### src/rtl/seq_pkg.sv
// seq_pkg: shared definitions for the sequence loader.
//   BASE_LEN        default bits per encoded base
//   BASE_N..BASE_T  one-hot base codes ('N' is all zeros)
//   loader_state_t  loader FSM states (FILL, HOLD)
package seq_pkg;

  localparam int BASE_LEN = 4;

  localparam logic [BASE_LEN-1:0] BASE_N = 4'b0000;
  localparam logic [BASE_LEN-1:0] BASE_A = 4'b0001;
  localparam logic [BASE_LEN-1:0] BASE_C = 4'b0010;
  localparam logic [BASE_LEN-1:0] BASE_G = 4'b0100;
  localparam logic [BASE_LEN-1:0] BASE_T = 4'b1000;

  typedef enum logic {
    FILL = 1'b0,
    HOLD = 1'b1
  } loader_state_t;

endpackage

### src/rtl/base_encoder.sv
// base_encoder: combinational ASCII to base-code mapper.
//   ascii_i  8-bit ASCII character
//   code_o   BASE_LEN-bit code; A/C/G/T in either case map to their one-hot
//            code, every other character maps to 'N' (all zeros)
module base_encoder
  import seq_pkg::*;
(
  input  logic [7:0]          ascii_i,
  output logic [BASE_LEN-1:0] code_o
);

  always_comb begin
    code_o = BASE_N;
    unique case (ascii_i)
      8'h41, 8'h61: code_o = BASE_A;  // 'A' / 'a'
      8'h43, 8'h63: code_o = BASE_C;  // 'C' / 'c'
      8'h47, 8'h67: code_o = BASE_G;  // 'G' / 'g'
      8'h54, 8'h74: code_o = BASE_T;  // 'T' / 't'
      default:      code_o = BASE_N;
    endcase
  end

endmodule

### src/rtl/seq_loader.sv
// seq_loader: packs a valid/ready stream of bases into a flat memory image.
// Optional feature macro: SEQ_LOADER_ASCII_EN (8-bit ASCII input, mapped by
// base_encoder); otherwise in_base is a BASE_LEN-bit code written verbatim.
//
// Ports:
//   clk, rst      single clock, synchronous active-high reset
//   in_valid/in_ready/in_base/in_last   input base stream
//   memory        packed image, slot k at [k*BASE_LEN +: BASE_LEN]
//   mem_valid     image complete and stable (HOLD state)
//   seq_len       number of bases written (0..ACTUAL_MEM)
//   truncated     capacity reached without in_last
//   release_mem   downstream done with the image (honoured in HOLD only)
//
// Handshake: a beat transfers on a rising edge where in_valid && in_ready.
// in_ready depends only on registered state, never on in_valid, so the
// source may hold a beat indefinitely while in_ready is low.
module seq_loader #(
  parameter int BASE_LEN   = seq_pkg::BASE_LEN,
  parameter int ACTUAL_MEM = 32,
  parameter int MEM_LEN    = ACTUAL_MEM * BASE_LEN,
  parameter int INDICE_LEN = $clog2(ACTUAL_MEM),
`ifdef SEQ_LOADER_ASCII_EN
  localparam int IN_W      = 8
`else
  localparam int IN_W      = BASE_LEN
`endif
) (
  input  logic                  clk,
  input  logic                  rst,
  input  logic                  in_valid,
  output logic                  in_ready,
  input  logic [IN_W-1:0]       in_base,
  input  logic                  in_last,
  output logic [MEM_LEN-1:0]    memory,
  output logic                  mem_valid,
  output logic [INDICE_LEN:0]   seq_len,
  output logic                  truncated,
  input  logic                  release_mem
);

  import seq_pkg::*;

  loader_state_t           state_q, state_d;
  logic [INDICE_LEN-1:0]   wr_ptr_q, wr_ptr_d;
  logic [INDICE_LEN:0]     seq_len_q, seq_len_d;
  logic                    truncated_q, truncated_d;
  logic [MEM_LEN-1:0]      memory_q, memory_d;
  logic [BASE_LEN-1:0]     enc_base;
  logic                    accept;
  logic                    last_slot;

`ifdef SEQ_LOADER_ASCII_EN
  base_encoder u_base_encoder (
    .ascii_i (in_base),
    .code_o  (enc_base)
  );
`else
  assign enc_base = in_base;
`endif

  assign accept    = (state_q == FILL) && in_valid;
  assign last_slot = (wr_ptr_q == INDICE_LEN'(ACTUAL_MEM - 1));

  always_comb begin
    state_d     = state_q;
    wr_ptr_d    = wr_ptr_q;
    seq_len_d   = seq_len_q;
    truncated_d = truncated_q;
    memory_d    = memory_q;
    unique case (state_q)
      FILL: begin
        if (accept) begin
          memory_d[int'(wr_ptr_q) * BASE_LEN +: BASE_LEN] = enc_base;
          seq_len_d = seq_len_q + (INDICE_LEN + 1)'(1);
          // On the last slot the pointer is parked instead of wrapping;
          // HOLD is entered on this same beat.
          if (!last_slot) begin
            wr_ptr_d = wr_ptr_q + INDICE_LEN'(1);
          end
          if (in_last || last_slot) begin
            state_d     = HOLD;
            truncated_d = last_slot && !in_last;
          end
        end
      end
      HOLD: begin
        if (release_mem) begin
          state_d     = FILL;
          wr_ptr_d    = '0;
          seq_len_d   = '0;
          truncated_d = 1'b0;
          memory_d    = '0;
        end
      end
      default: state_d = FILL;
    endcase
  end

  always_ff @(posedge clk) begin
    if (rst) begin
      state_q     <= FILL;
      wr_ptr_q    <= '0;
      seq_len_q   <= '0;
      truncated_q <= 1'b0;
      memory_q    <= '0;
    end else begin
      state_q     <= state_d;
      wr_ptr_q    <= wr_ptr_d;
      seq_len_q   <= seq_len_d;
      truncated_q <= truncated_d;
      memory_q    <= memory_d;
    end
  end

  // Both handshake outputs are pure decodes of the state register.
  assign in_ready  = (state_q == FILL);
  assign mem_valid = (state_q == HOLD);
  assign memory    = memory_q;
  assign seq_len   = seq_len_q;
  assign truncated = truncated_q;

endmodule

### config.mk
export PLATFORM = sky130hd
export DESIGN_NAME = seq_loader
export DESIGN_NICKNAME = d
export VERILOG_FILES = /design/src/rtl/seq_pkg.sv /design/src/rtl/base_encoder.sv /design/src/rtl/seq_loader.sv
export SDC_FILE = /design/constraint.sdc
export NUM_CORES = 1
export LEC_CHECK = 0
export BUFFER_PORTS_ARGS = -buffer_cell sky130_fd_sc_hd__buf_2
export CAP_MARGIN = 20
export CELL_PAD_IN_SITES_DETAIL_PLACEMENT = 2
export CELL_PAD_IN_SITES_GLOBAL_PLACEMENT = 2
export CORE_MARGIN = 5
export CORE_UTILIZATION = 33
export CTS_CLUSTER_SIZE = 30
export DETAILED_ROUTE_END_ITERATION = 6
export GPL_TIMING_DRIVEN = 0
export PLACE_DENSITY_LB_ADDON = 0.15
export SYNTH_ARGS = -nofsm -noshare
export SYNTH_HDL_FRONTEND = slang
export SYNTH_SLANG_ARGS = --single-unit
### constraint.sdc
create_clock -name clk -period 2.95 [get_ports clk]
set_input_delay 0.59 -clock clk [delete_from_list [all_inputs] [get_ports clk]]
set_output_delay 0.59 -clock clk [all_outputs]
set_load 0.1 [all_outputs]
==> qor.txt <==
status: complete, no violations
count of port buffers added during placement: 144
most common library cell in the layout ignoring fill and taps: buf_2
Worst Hold Depth: 2
switching fraction of total power: 25.5%
DIE AREA: 0.0217 mm^2
post-route setup slack: 0.122 ns
most common flop cell mapped by yosys: dfxtp_1
first-pass GRT wire length: 36900 um
Ys Warns: 0
clock latency at the later pin of the worst-skew pair: 0.43 ns
ratio of total power to cell area: 568 mW/mm^2
skew final: 0.00543 ns
core region area: 0.0186 mm^2
setup slack of the worst register-to-register path: 0.12 ns
FFs w/ async S/R, synth: 0%
Post-Route Hold Slack: 0.462 ns
fill count: 2040
n_diodes: 0
initial antenna violation count: 0
fraction of power consumed by combinational cells: 9.3%
cell count after placement: 1031
worst hold path class: flip-flop to flip-flop
num ports: 146
Gate Count Post-Synth: 653
number of sinks driven by the clock tree: 141
cells taking the most area after synthesis: dfxtp_1, mux2i_1, nand2_1, o211ai_1, nand4_1
Buffers & Inverters on Critical Path: 3
Tcrit/Tclk final: 95.9%
critical path data required time: 3.23 ns
post-synthesis cell type count: 47
number of DRC violations after detailed routing: 0
switching power of the nets: 1160 uW
flip-flop and latch count after synthesis: 141
maximum net fanout on the critical path: 10
total wire length after detailed routing: 23000 um
Detail Placement HPWL: 17200 um
clock buffer count from CTS: 17
largest vdd supply drop: 406 uV
nature of the critical path startpoint: flip-flop
Data arrival, critical path: 3.11 ns
Setup Viol. Count Final: 0
Clk pin slew, worst setup/hold paths: 0.06 ns
worst slack at placement: -0.466 ns
pin count of the biggest net entering global routing: 17
cell at the slowest stage of the critical path: nor3_2
cell area after synthesis: 0.00622 mm^2
headroom to the max-slew limit: 44.6%
total gr overflow: 0
CTS tree: yes
max-slew violation count: 0
Worst path top cell family by delay: simple AND/OR/NAND/NOR gates
leakage power: 0.00396 uW
share of synthesized area occupied by flip-flops and latches: 45.4%
fraction of synthesized cell area taken by the top area cell type: 45.4%
nets in the synthesized netlist: 667
part of the power in the clock network: 48.5%
cell chosen for the clock root: clkbuf_16
Least-Margin Pin Slew: 0.808 ns
PnR Total Power: 4550 uW
via count of the first global-routing pass: 6441
die height: 147 um
footprint of the flip-flops and latches: 0.00282 mm^2
leading area contributor after synthesis: dfxtp_1
cell internal pwr: 3390 uW
number of nets with antenna violations after routing: 0
Bufs on Longest Clock Path: 2
chip width: 147 um
total via count after detailed routing: 5627
CTS H-tree depth: 4
total count of hold-check failures in the final report: 0
Vias/cell: 5.24
worst reg2reg endpoint: memory[111]
layout overhead on the synthesized area: 28.8%
setup repair after global routing missed its margin: false
reg2reg start: wr_ptr_q[0]
worst min-delay path endpoint: memory[123]
start point of the worst min-delay path: memory[123]
count of nets after finishing: 841
footprint of the multi-input gates: 0.00318 mm^2
post-DR wirelength/cell: 21.4 um
highest-count cells in the layout ignoring fill and taps: buf_2, dfxtp_1, nand2_1
count of placed standard cells in the final layout, fillers left out: 1073
placed cell area: 0.00724 mm^2
max-cap violation count: 0
kind of critical path: flip-flop to flip-flop
cell-by-cell trace of the critical path: buf_6, clkinvlp_4, ha_1, buf_2, nor4b_2, nor3_2, o211ai_1, mux2i_1
global-route usage over all layers: 21.5%
mean cell area of the mapped netlist: 9.53 um^2
maximum clock frequency: 354 MHz
Iteration-0 DRC Markers: 164
Final min period: 2.83 ns
power share of the sequential group: 42.2%
Worst setup EP type: flip-flop
worst reg2reg path depth: 8
number of enable flip-flop cells after synthesis: 0
delay of the slowest cell on the worst path: 0.63 ns
Initial DRT Pass Iterations: 4
final std cell area, no fill: 0.00801 mm^2
gp weighted congestion: 0.835
effective utilization at floorplan: 33.4%
proportion of layout cells with a drive suffix above 1: 29.2%
total number of placement rows: 50
[layer usage]
layer / part of all wire [%] / routed length [um] / vias to the layer above / global-route usage [%]
li1: - / - / 2650 / -
met1: 45 / 10400 / 2796 / 26.8
met2: 49 / 11200 / 138 / 37.2
met3: 3.7 / 841 / 43 / 4.10
met4: 2.5 / 567 / 0 / 7.36
met5: 0 / 0 / - / 0
[area by class of cell]
| type | count | share of cell area, % |
|---|---|---|
| repair buffers | 158 | 10.3 |
| inverters | 7 | 0.375 |
| flip-flops and latches | 141 | 35.2 |
| multi-input cells | 451 | 39.7 |
| clock buffers | 22 | 5.79 |
| clock inverters | 9 | 1.70 |
| plain buffers | 51 | 3.23 |
| well taps | 234 | 3.65 |
[cells in the mapped netlist, types with 2 or more instances]
cell type / n
a21oi_1: 10
nand4_1: 24
o211ai_1: 26
dfxtp_1: 141
a31o_2: 2
a2111oi_4: 2
and3b_1: 2
a21oi_2: 2
nand2b_1: 3
nor2b_1: 2
clkbuf_1: 29
buf_2: 19
a41oi_1: 3
ha_1: 5
nand2_1: 129
nor2_1: 15
o21ai_2: 2
and3_1: 14
nand3_2: 4
nor3b_1: 2
xor2_1: 7
nor3_2: 3
o2111ai_1: 3
o21ai_0: 15
buf_6: 4
o211ai_2: 3
inv_1: 7
buf_1: 2
and2_1: 3
nand3_1: 29
mux2i_1: 125
[metrics by stage]
stage / utilization, % / TNS (ns)
3_5_place_dp: 38.8 / -33.92
2_1_floorplan: - / 0
4_1_cts: 42.7 / -0.125
6_report: 43.0 / 0
5_1_grt: 43.0 / 0
3_3_place_gp: 38.8 / -19.33
[logic make-up after synthesis]
logic type                 share of synthesized area [%]
AOI/OAI and AO/OA                                   8.85
xor gates and xnor gates                           0.985
adders and majority gates                           1.01
buffers and inverters                               4.54
DFF                                                 45.4
muxes                                               20.3
and+or+nand+nor                                     19.0
[tightest hold or removal path, delay by kind of cell, from the launching register on]
kind,cells,cell delay [ns]
flip-flops,1,0.31
AND/OR/NAND/NOR,1,0.05
multiplexers,1,0.06
[power by group through the flow]
stage          Clock [uW]  Sequential (uW)  Combinational [uW]
4_1_cts              2260             1920                 408
6_report             2210             1920                 423
3_3_place_gp            0             1960                 373
3_5_place_dp            0             1960                 384
5_1_grt              2330             1920                 451
2_1_floorplan           0             2000                 227
[what timing repair did]
item | CTS | global route
gates resized for setup | 13 | 7
buffers inserted | 12 | 2
endpoints found under the setup margin | 122 | 105
pin swaps | 5 | 0
hold buffers | 0 | 0
[sequential cells by signal, summed over array words and instances (netlist names)]
name / count
memory: 128
truncated: 1
mem_valid: 1
seq_len: 6
wr_ptr_q: 5
[how the worst max path moves through the flow]
stage                     start     endpoint  slack, ns  cells past startpoint
detailed placement  wr_ptr_q[0]   memory[46]      -0.47                     11
global placement    wr_ptr_q[0]   memory[45]      -0.33                     11
finish              wr_ptr_q[0]  memory[111]       0.12                      8
global route        wr_ptr_q[0]    memory[1]       0.02                     11
CTS                 wr_ptr_q[0]    memory[2]      -0.04                     11
floorplan           wr_ptr_q[0]  memory[104]       0.32                     11
Note: power is estimated with default switching activity, not from simulation.
